===== config.mk =====
export PLATFORM = sky130hd
export DESIGN_NAME = tile_fill_engine
export DESIGN_NICKNAME = d
export VERILOG_FILES = /design/src/rtl/video_pkg.sv /design/src/rtl/tile_fill_engine.sv
export SDC_FILE = /design/constraint.sdc
export NUM_CORES = 1
export LEC_CHECK = 0
export ABC_CLOCK_PERIOD_IN_PS = 3470
export BUFFER_PORTS_ARGS = -buffer_cell sky130_fd_sc_hd__clkbuf_2
export CELL_PAD_IN_SITES_DETAIL_PLACEMENT = 1
export CELL_PAD_IN_SITES_GLOBAL_PLACEMENT = 1
export CORE_AREA = 2 2 165 167
export CTS_BUF_LIST = sky130_fd_sc_hd__clkbuf_8
export DETAILED_ROUTE_END_ITERATION = 7
export DIE_AREA = 0 0 167 169
export GPL_TIMING_DRIVEN = 0
export PLACE_DENSITY_LB_ADDON = 0.1
export SYNTH_ARGS = -nofsm -noshare
export SYNTH_HDL_FRONTEND = slang
export SYNTH_SLANG_ARGS = --single-unit

===== constraint.sdc =====
create_clock -name clk -period 3.47 [get_ports clk]
set_clock_uncertainty 0.05 [all_clocks]
set_input_delay 0.5205 -clock clk [delete_from_list [all_inputs] [get_ports clk]]
set_output_delay 0.5205 -clock clk [all_outputs]
set_load 0.005 [all_outputs]

===== src/rtl/video_pkg.sv =====
// Shared definitions for the video tile path: register map, CTRL/STATUS bits,
// fill FSM encoding and tile memory geometry.
package video_pkg;

    localparam logic [31:0] TILE_BASE_DEFAULT = 32'h0520_0000;
    localparam int          TILE_DEPTH        = 4096;
    localparam int          TILE_IDX_W        = $clog2(TILE_DEPTH);
    localparam int          VAL_W             = 6;
    localparam int          CNT_W             = TILE_IDX_W + 1;

    localparam logic [1:0] REG_DEST  = 2'd0;
    localparam logic [1:0] REG_COUNT = 2'd1;
    localparam logic [1:0] REG_VALUE = 2'd2;
    localparam logic [1:0] REG_CTRL  = 2'd3;

    localparam int CTRL_START     = 0;
    localparam int CTRL_WAIT_VBL  = 1;
    localparam int CTRL_VALUE_INC = 2;
    localparam int CTRL_ABORT     = 3;

    localparam int STAT_BUSY = 0;
    localparam int STAT_DONE = 1;

    typedef enum logic [1:0] {
        ST_IDLE,
        ST_WAIT_VBL,
        ST_RUN,
        ST_DONE
    } fill_state_t;

endpackage


===== src/rtl/tile_fill_engine.sv =====
// Streams CPU-programmed tile fills into the video write port, one tile per
// cycle, and forwards other CPU accesses to the video block when the port is free.
module tile_fill_engine
    import video_pkg::*;
#(
    parameter logic [31:0] TILE_BASE = TILE_BASE_DEFAULT,
    parameter logic [3:0]  REG_SEL   = 4'h4
) (
    input  logic        clk,
    input  logic        reset,
    input  logic        iomem_valid,
    output logic        iomem_ready,
    input  logic [3:0]  iomem_wstrb,
    input  logic [31:0] iomem_addr,
    input  logic [31:0] iomem_wdata,
    output logic [31:0] iomem_rdata,
    input  logic        vblank,
    output logic        vid_valid,
    output logic [3:0]  vid_wstrb,
    output logic [31:0] vid_addr,
    output logic [31:0] vid_wdata
);

    fill_state_t           r_state;
    logic [TILE_IDX_W-1:0] r_dest;
    logic [CNT_W-1:0]      r_count;
    logic [VAL_W-1:0]      r_value;
    logic                  r_done;
    logic                  r_vbl_prev;

    // Working copies describe the tile write currently on vid_* while in RUN.
    logic [TILE_IDX_W-1:0] r_addr;
    logic [VAL_W-1:0]      r_val;
    logic [CNT_W-1:0]      r_rem;
    logic                  r_inc;

    logic                  r_ready;
    logic [31:0]           r_rdata;
    logic                  r_vid_valid;
    logic [3:0]            r_vid_wstrb;
    logic [31:0]           r_vid_addr;
    logic [31:0]           r_vid_wdata;

    logic                  w_busy;
    logic                  w_pending;
    logic                  w_sel_reg;
    logic                  w_vbl_rise;
    logic                  w_vid_free;
    logic                  w_reg_acc;
    logic                  w_reg_wr;
    logic                  w_pass_acc;
    logic                  w_ctrl_wr;
    logic                  w_start;
    logic                  w_abort;
    logic [TILE_IDX_W-1:0] w_addr_inc;
    logic [VAL_W-1:0]      w_val_inc;
    logic [31:0]           w_rd_data;

    fill_state_t           w_state_nxt;
    logic                  w_load;
    logic                  w_step;
    logic                  w_set_done;
    logic                  w_clr_done;
    logic                  w_tile_wr;
    logic [TILE_IDX_W-1:0] w_tile_idx;
    logic [VAL_W-1:0]      w_tile_val;

    logic                  w_unused;
    assign w_unused = ^{iomem_addr[31:24], iomem_addr[19:4], iomem_addr[1:0]};

    assign w_busy     = (r_state == ST_WAIT_VBL) || (r_state == ST_RUN);
    assign w_pending  = iomem_valid && !r_ready;
    assign w_sel_reg  = (iomem_addr[23:20] == REG_SEL);
    assign w_vbl_rise = vblank && !r_vbl_prev;

    // The port is taken in RUN and on the cycle a vblank edge launches the first tile.
    assign w_vid_free = (r_state != ST_RUN) && !((r_state == ST_WAIT_VBL) && w_vbl_rise);

    assign w_reg_acc  = w_pending && w_sel_reg;
    assign w_reg_wr   = w_reg_acc && (iomem_wstrb != 4'b0000);
    assign w_pass_acc = w_pending && !w_sel_reg && w_vid_free;
    assign w_ctrl_wr  = w_reg_wr && (iomem_addr[3:2] == REG_CTRL) && iomem_wstrb[0];
    assign w_start    = w_ctrl_wr && iomem_wdata[CTRL_START] && !iomem_wdata[CTRL_ABORT];
    assign w_abort    = w_ctrl_wr && iomem_wdata[CTRL_ABORT];

    assign w_addr_inc = r_addr + 1'b1;
    assign w_val_inc  = r_val + {{(VAL_W-1){1'b0}}, r_inc};

    always_comb begin
        case (iomem_addr[3:2])
            REG_DEST:  w_rd_data = {{(32-TILE_IDX_W){1'b0}}, r_dest};
            REG_COUNT: w_rd_data = {{(32-CNT_W){1'b0}}, r_count};
            REG_VALUE: w_rd_data = {{(32-VAL_W){1'b0}}, r_value};
            default:   w_rd_data = {30'b0, r_done, w_busy};
        endcase
    end

    // NOTE: every always_comb output gets a default first so no path can infer a latch.
    always_comb begin
        w_state_nxt = r_state;
        w_load      = 1'b0;
        w_step      = 1'b0;
        w_set_done  = 1'b0;
        w_clr_done  = 1'b0;
        w_tile_wr   = 1'b0;
        w_tile_idx  = r_addr;
        w_tile_val  = r_val;
        case (r_state)
            ST_IDLE, ST_DONE: begin
                if (r_state == ST_DONE) begin
                    w_state_nxt = ST_IDLE;
                    w_set_done  = 1'b1;
                end
                // A start landing in the single DONE cycle is honoured rather than lost.
                if (w_start) begin
                    w_clr_done = 1'b1;
                    w_load     = 1'b1;
                    if (r_count == '0) begin
                        w_state_nxt = ST_DONE;
                    end else if (iomem_wdata[CTRL_WAIT_VBL]) begin
                        w_state_nxt = ST_WAIT_VBL;
                    end else begin
                        w_state_nxt = ST_RUN;
                        w_tile_wr   = 1'b1;
                        w_tile_idx  = r_dest;
                        w_tile_val  = r_value;
                    end
                end
            end
            ST_WAIT_VBL: begin
                if (w_abort) begin
                    w_state_nxt = ST_IDLE;
                end else if (w_vbl_rise) begin
                    w_state_nxt = ST_RUN;
                    w_tile_wr   = 1'b1;
                end
            end
            ST_RUN: begin
                if (w_abort) begin
                    w_state_nxt = ST_IDLE;
                end else if (r_rem == CNT_W'(1)) begin
                    w_state_nxt = ST_DONE;
                end else begin
                    w_step     = 1'b1;
                    w_tile_wr  = 1'b1;
                    w_tile_idx = w_addr_inc;
                    w_tile_val = w_val_inc;
                end
            end
            default: w_state_nxt = ST_IDLE;
        endcase
    end

    // NOTE: state is updated with non-blocking assignments so all registers see pre-edge values.
    always_ff @(posedge clk) begin
        if (reset) begin
            r_state     <= ST_IDLE;
            r_dest      <= '0;
            r_count     <= '0;
            r_value     <= '0;
            r_done      <= 1'b0;
            r_vbl_prev  <= 1'b0;
            r_addr      <= '0;
            r_val       <= '0;
            r_rem       <= '0;
            r_inc       <= 1'b0;
            r_ready     <= 1'b0;
            r_rdata     <= '0;
            r_vid_valid <= 1'b0;
            r_vid_wstrb <= '0;
            r_vid_addr  <= '0;
            r_vid_wdata <= '0;
        end else begin
            r_state    <= w_state_nxt;
            r_vbl_prev <= vblank;
            r_ready    <= w_reg_acc || w_pass_acc;
            r_rdata    <= w_reg_acc ? w_rd_data : '0;

            if (w_reg_wr && !w_busy) begin
                case (iomem_addr[3:2])
                    REG_DEST: begin
                        if (iomem_wstrb[0]) r_dest[7:0] <= iomem_wdata[7:0];
                        if (iomem_wstrb[1]) r_dest[TILE_IDX_W-1:8] <= iomem_wdata[TILE_IDX_W-1:8];
                    end
                    REG_COUNT: begin
                        if (iomem_wstrb[0]) r_count[7:0] <= iomem_wdata[7:0];
                        if (iomem_wstrb[1]) r_count[CNT_W-1:8] <= iomem_wdata[CNT_W-1:8];
                    end
                    REG_VALUE: begin
                        if (iomem_wstrb[0]) r_value <= iomem_wdata[VAL_W-1:0];
                    end
                    default: ;
                endcase
            end

            if (w_clr_done) begin
                r_done <= 1'b0;
            end else if (w_set_done) begin
                r_done <= 1'b1;
            end

            if (w_load) begin
                r_addr <= r_dest;
                r_val  <= r_value;
                r_rem  <= r_count;
                r_inc  <= iomem_wdata[CTRL_VALUE_INC];
            end else if (w_step) begin
                r_addr <= w_addr_inc;
                r_val  <= w_val_inc;
                r_rem  <= r_rem - 1'b1;
            end

            if (w_tile_wr) begin
                r_vid_valid <= 1'b1;
                r_vid_wstrb <= 4'b0001;
                r_vid_addr  <= TILE_BASE | {{(30-TILE_IDX_W){1'b0}}, w_tile_idx, 2'b00};
                r_vid_wdata <= {{(32-VAL_W){1'b0}}, w_tile_val};
            end else if (w_pass_acc && (iomem_wstrb != 4'b0000)) begin
                r_vid_valid <= 1'b1;
                r_vid_wstrb <= iomem_wstrb;
                r_vid_addr  <= iomem_addr;
                r_vid_wdata <= iomem_wdata;
            end else begin
                r_vid_valid <= 1'b0;
                r_vid_wstrb <= '0;
                r_vid_addr  <= '0;
                r_vid_wdata <= '0;
            end
        end
    end

    assign iomem_ready = r_ready;
    assign iomem_rdata = r_rdata;
    assign vid_valid   = r_vid_valid;
    assign vid_wstrb   = r_vid_wstrb;
    assign vid_addr    = r_vid_addr;
    assign vid_wdata   = r_vid_wdata;

endmodule


; After elaboration in Yosys (flattened, before gate mapping)
; Index checks and enable logic that the tools add are counted.
[op_classes]
mul = 0
n_addsub = 3
order_cmp = 0
div = 0
n_bitwise = 2
n_shift = 0
eq_ne = 12
reduce_logical = 38
mux = 49
[ops]
columns = cell, count
row1 = 12-bit 2-to-1 mux, 7
row2 = 27-bit 2-to-1 mux, 2
row3 = 6-bit 2-to-1 mux, 9
row4 = 13-bit one-hot mux with 3 select lines, 1
row5 = 13-bit 2-to-1 mux, 2
row6 = 12-bit one-hot mux with 2 select lines, 1
row7 = 3-bit AND reduction, 6
row8 = 1-bit 2-to-1 mux, 16
row9 = 2-bit 2-to-1 mux, 8
row10 = 1-bit logical AND, 15
row11 = 13-bit by 1-bit equality test with 1-bit output (second input constant), 1
row12 = 13-bit zero test, 1
row13 = 13-bit by 1-bit subtractor with 13-bit output (second input constant), 1
row14 = 12-bit by 1-bit adder with 12-bit output (second input constant), 1
row15 = 6-bit one-hot mux with 2 select lines, 1
row16 = 2-bit equality test (second input constant), 4
row17 = 6-bit by 1-bit adder with 6-bit output, 1
row18 = 1-bit zero test, 6
row19 = 3-bit inequality test (second input constant), 2
row20 = 2-bit one-hot mux with 3 select lines, 1
row21 = 2-bit OR reduction, 3
row22 = 2-bit by 1-bit equality test with 1-bit output (second input constant), 2
row23 = 4-bit by 3-bit equality test with 1-bit output (second input constant), 1
row24 = 2-bit zero test, 2
row25 = 8 further kinds, 10
[word_totals]
reg_bits = 169
rom_bits = 0
out_inout_bits = 102
mem_bits_rw = 0
n_memories = 0
latch_bits = 0
in_bits = 72

; Depth between registers and ports, before layout
[depth]
ltp_word = 11
ltp_mapped = 11
mapped_depth_nobuf = 8

; Worst setup path after synthesis
; Ideal clock, no wire load.
[synth_timing]
path_type = input-to-reg
from = input iomem_addr[20]
to = register r_addr[8]
path_stages = 10
setup_time_ns = 0.138
n_path_buf = 4
arrival_ns = 2.552
path_slack_ns = 0.730
required_ns = 3.282
cell_sequence = or4b_1 > buf_2 > or4_4 > buf_6 > and3_1 > buf_2 > buf_6 > nand2_1 > xor2_1 > a211oi_1
[synth_between]
elab_chain_len = 10
[synth_rtl]
columns = element, line
row1 = from (decl), tile_fill_engine.sv:14  ; input logic [31:0] iomem_addr,
row2 = 4-bit by 3-bit equality test with 1-bit output *, tile_fill_engine.sv:73  ; assign w_sel_reg = (iomem_addr[23:20] == REG_SEL);
row3 = 1-bit logical AND *, tile_fill_engine.sv:79  ; assign w_reg_acc = w_pending && w_sel_reg;
row4 = 1-bit logical AND *, tile_fill_engine.sv:80  ; assign w_reg_wr = w_reg_acc && (iomem_wstrb != 4'b0000);
row5 = 1-bit logical AND * (2 in series), tile_fill_engine.sv:82  ; assign w_ctrl_wr = w_reg_wr && (iomem_addr[3:2] == REG_CTRL) && iomem_wstrb[0];
row6 = 1-bit logical AND (2 in series), tile_fill_engine.sv:83  ; assign w_start = w_ctrl_wr && iomem_wdata[CTRL_START] && !iomem_wdata[CTRL_ABORT];
row7 = 1-bit 2-to-1 mux, tile_fill_engine.sv:115  ; if (w_start) begin
row8 = 1-bit 2-to-1 mux, tile_fill_engine.sv:108  ; case (r_state)
row9 = 12-bit 2-to-1 mux / 2-bit nonzero test (equally long branches), n/a
row10 = to (signal assigned), tile_fill_engine.sv:203  ; r_addr <= r_dest;
row11 = to (signal assigned), tile_fill_engine.sv:208  ; r_addr <= w_addr_inc;
row12 = to (decl), tile_fill_engine.sv:32  ; logic [TILE_IDX_W-1:0] r_addr;
; Every way passes the cells marked *; elsewhere a longest branch is shown, timed or not.
; A chain may end at the register's enable or synchronous reset.

; Final worst setup path
[layout_timing]
from = register r_state[0]
to = register r_vid_addr[2] (netlist: vid_addr[2])
[layout_between]
elab_chain_len = 8
[layout_rtl]
columns = element, line
row1 = from (decl), tile_fill_engine.sv:24  ; fill_state_t r_state;
row2 = from (signal assigned), tile_fill_engine.sv:174  ; r_state <= w_state_nxt;
row3 = 2-bit by 1-bit equality test with 1-bit output, "tile_fill_engine.sv:77, tile_fill_engine.sv:108"
row4 = 1-bit logical AND, tile_fill_engine.sv:77  ; assign w_vid_free = (r_state != ST_RUN) && !((r_state == ST_WAIT_VBL) && w_vbl_rise);
row5 = 1-bit zero test, tile_fill_engine.sv:77
row6 = 1-bit logical AND, tile_fill_engine.sv:77
row7 = 1-bit logical AND, tile_fill_engine.sv:81  ; assign w_pass_acc = w_pending && !w_sel_reg && w_vid_free;
row8 = 1-bit logical AND, tile_fill_engine.sv:218  ; end else if (w_pass_acc && (iomem_wstrb != 4'b0000)) begin
row9 = 27-bit 2-to-1 mux, tile_fill_engine.sv:218
row10 = 27-bit 2-to-1 mux *, tile_fill_engine.sv:213  ; if (w_tile_wr) begin
row11 = to (signal assigned), tile_fill_engine.sv:216  ; r_vid_addr <= TILE_BASE | {{(30-TILE_IDX_W){1'b0}}, w_tile_idx, 2'b00};
row12 = to (signal assigned), tile_fill_engine.sv:221  ; r_vid_addr <= iomem_addr;
row13 = to (decl), tile_fill_engine.sv:41  ; logic [31:0] r_vid_addr;
; Marks and branches as above.

==> results.txt <==
- Count of nets left with antenna violations after detail routing: 0
- Slew of the pin with the lowest slew margin: 0.870 ns
- Counting flops with a built-in enable in the synthesized netlist gives 0.
- Area of the mapped netlist: 6490 µm²
- Max-cap violations in this run came to 0.
* Starting density of the core: 0.245
* Post-detailed-route via-to-cell ratio: 4.53
- Classification of the worst-slack hold path: input pin to flip-flop
* Unrepaired setup endpoints after global routing: no
* Diode count: 0
* Clock Sink Count: 150
- For this run, the register share of the synthesized area comes to 0.463.
* Element type at the critical path end: flip-flop
* Main flop type after synthesis: dfxtp_1
- Worst path arrival time: 3.33 ns
- The later pin in the worst-skew pair is clocked with a latency of 0.46 ns.
- Of the total power, the share spent switching nets is 0.375.
- Crit-path max FO: 10
- CTS clk-pin slew, worst paths: 0.09 ns
* Aggregate negative setup slack: 0 ns
- From bottom edge to top edge, the die measures 169 µm.
- Among the stages of the critical path, the cell type that occurs most often is nand2_1.
- For this run, the number of Yosys warnings is 0.
* 1st-iter DRT viols: 294
- Dividing total power by cell area gives a power density of 575 nW/µm².
- After synthesis, the cell types taking the most area are dfxtp_1 (46%), mux2i_1 (7.2%), nor2_1 (5.8%).
- Maximum number of pins on one net before global-route repair: 17
* Number of buffers inserted by post-CTS setup repair: 0
- The longest clock path from root to sink contains 2 buffers.
* Final clock period utilization by the worst path: 0.874
- The number of clock buffers added by TritonCTS is 17.
- The synthesized netlist contains 58 unique library cells.
- Final-report setup violation count: 0
- The first global-routing pass estimated 35.0 mm of wire.
- Summed over all nets, the half-perimeter wirelength after detailed placement is 17.5 mm.
- Counting flops with an async set or reset pin after synthesis yields a share of 0.
- Horiz. Die Dim: 167 µm
- Averaged over all synthesized cells, the footprint is 9.14 µm².
- After floorplanning, the core was sized to cover 26,500 µm².
- The initial antenna violation count came to 0.
* Synthesis-stage register bit count: 150
* Max transition margin: 0.417
- Dividing the detail-routed wire length by the instance count gives 18.6 µm.
- The die covers 28,200 µm².
- The number of placed instances, taps included, is 1,222.
* Startpoint Class: flip-flop
* Maximum achievable frequency: 330 MHz
* Dominant cell type by area after synthesis: dfxtp_1
* Status: finished, final reports clean
- Of the cells placed in the final design, the portion with a size suffix greater than 1 is 0.251.
- Part of the total power dissipated in combinational logic: 0.291
- For the finished layout, the period the worst path requires is 3.03 ns.
- The number of max-slew violations in the final report came to 0.
- The worst-case IR drop observed on VDD is 0.000196 V.
- In the global route stage, overall resource usage came out at 0.165.
- Among all cell types in the netlist, the one instantiated most often is dfxtp_1.
* TritonRoute pass-1 iters: 4
- By count the netlist is led by dfxtp_1 (150), nor2_1 (101), nand2_1 (61), and2_1 (48), mux2i_1 (47).
* Number of H-tree levels: 4
- DR DRC count: 0
- For this run, the post-layout net count is 981.
- The tree is rooted in a clkbuf_8.
- In this run the core area contains 60 standard-cell rows.
- Walking the worst path, the cells encountered are inv_1, ha_1, a2111oi_2, nand2_1, nor2_2, clkbuf_1, clkbuf_2, nand2_1, o31ai_1.
- # hold bufs at CTS: 0
- Area growth from synthesis to layout: 25.2%
* Leak pwr: 3.42 nW
- In the final layout, flip-flops and latches occupy 3000 µm².
* Stage delay of the slowest cell on the critical path: 0.52 ns
* Total gr overflow: 0
* Reported net switching power: 1.75 mW
* Vias in the first global route: 5,588
- TritonCTS built the clock tree.
- Post-synthesis cell count: 710
* Share of the synthesized area in the top cell type: 0.463
- Final std cells w/o fill: 1,254
* CP max-delay cell: a2111oi_2
- By startpoint and endpoint, the worst setup path is classified as flip-flop to flip-flop.
* I/O Buffers: 153
* Area occupied by multi-input gates: 3180 µm²
* Final core utilization: 0.307
* Detailed-route via count: 5,678
- For this design the top-level I/O count stands at 174.
* Power share of the sequential group: 0.426
- Total power: 4.68 mW
- Part of the total power dissipated in the clock network: 0.283
* # fillers: 3,173
- Internal power consumption: 2.92 mW
- The final layout contains routed wiring with a total length of 23.3 mm.
- Gpl congestion: 0.787
* Final number of hold-violating endpoints: 0
* Endpoint required time on the critical path: 3.76 ns
routing by layer:
metal	vias up	track usage	wire length [µm]
met4	0	0.0382	177
li1	2796	-	-
met3	7	0.0376	1170
met1	2715	0.216	11000
met5	-	0	0
met2	160	0.276	11000
final cells by class:
class	count	share of cell area
multi-input combinational	504	0.391
sequential	150	0.369
timing repair buffer	153	0.0942
tap	341	0.0525
buffer	65	0.0439
clock buffer	17	0.0288
clock inverter	15	0.0165
inverter	9	0.00416
logic make-up (layout without fill, tap and decap cells):
group	Yosys count	in the layout	share of synthesized area
flops	150	150	0.463
simple gates	292	292	0.225
buf+inv	74	259	0.0599
other cells	1	19	0.000578
xor+xnor	33	33	0.0445
fa+ha+maj	9	9	0.0173
compound gates	102	102	0.111
mux	49	49	0.0794
power groups by stage:
stage	sequential, mW	combinational (mW)	clock, mW
2_1_floorplan	2.02	0.872	0
3_3_place_gp	2.03	1.38	0
3_5_place_dp	2.03	1.38	0
4_1_cts	1.99	1.39	1.39
5_1_grt	2.01	1.53	1.46
6_report	1.99	1.36	1.32
worst paths after layout:
kind	from	to	slack, ns	depth (start not counted)
max	r_state[0]$_SDFFE_PP0P_	vid_addr[2]$_SDFF_PP0_	0.44	9
min reg2reg	r_inc$_SDFFE_PP0P_	r_inc$_SDFFE_PP0P_	0.42	2
min	iomem_addr[26]	vid_addr[26]$_SDFF_PP0_	0.20	3
max reg2reg	r_state[0]$_SDFFE_PP0P_	vid_addr[2]$_SDFF_PP0_	0.44	9
state kept, by name (all words and copies together), names as in the netlist, 4 cells and up:
name         count
iomem_rdata     13
r_addr          12
r_count         13
r_dest          12
r_rem           13
r_val            6
r_value          6
vid_addr        32
vid_wdata       32
vid_wstrb        4
worst max-delay path, delay by kind of cell, from the launching register on:
family / cells / cell delay [ns]
simple gates: 3 / 0.65
compound gates: 2 / 0.65
buf+inv: 3 / 0.91
flops: 1 / 0.44
fa+ha+maj: 1 / 0.23
stage by stage:
stage	area [µm²]	hold WS [ns]	setup slack, ns
global route	8130	0.158	0.114
global placement	7750	0.405	-0.524
finish	8130	0.197	0.436
CTS	8130	0.162	0.216
floorplan	6560	0.386	0.730
detailed placement	7750	0.417	-0.668
cells in the final DEF, fill, tap and decap left out, types with 6 or more instances in the layout:
master,count
clkbuf_2,154
dfxtp_1,150
nor2_1,100
nand2_1,61
and2_1,48
mux2i_1,47
clkbuf_1,34
a211oi_1,28
xnor2_1,20
buf_4,20
conb_1,19
clkbuf_8,17
o21ai_0,14
xor2_1,13
a221oi_1,13
nor3_1,12
a21oi_1,12
inv_1,10
nand3_1,9
or3_1,9
o21ai_1,9
ha_1,9
and3_1,8
nor4_1,8
nor2b_1,6
a31oi_1,6
repair_timing:
item                                    CTS  global route
endpoints found under the setup margin   20             1
gates cloned                              0             0
gates resized for setup                   3             1
Note: power is estimated with default switching activity, not from simulation.
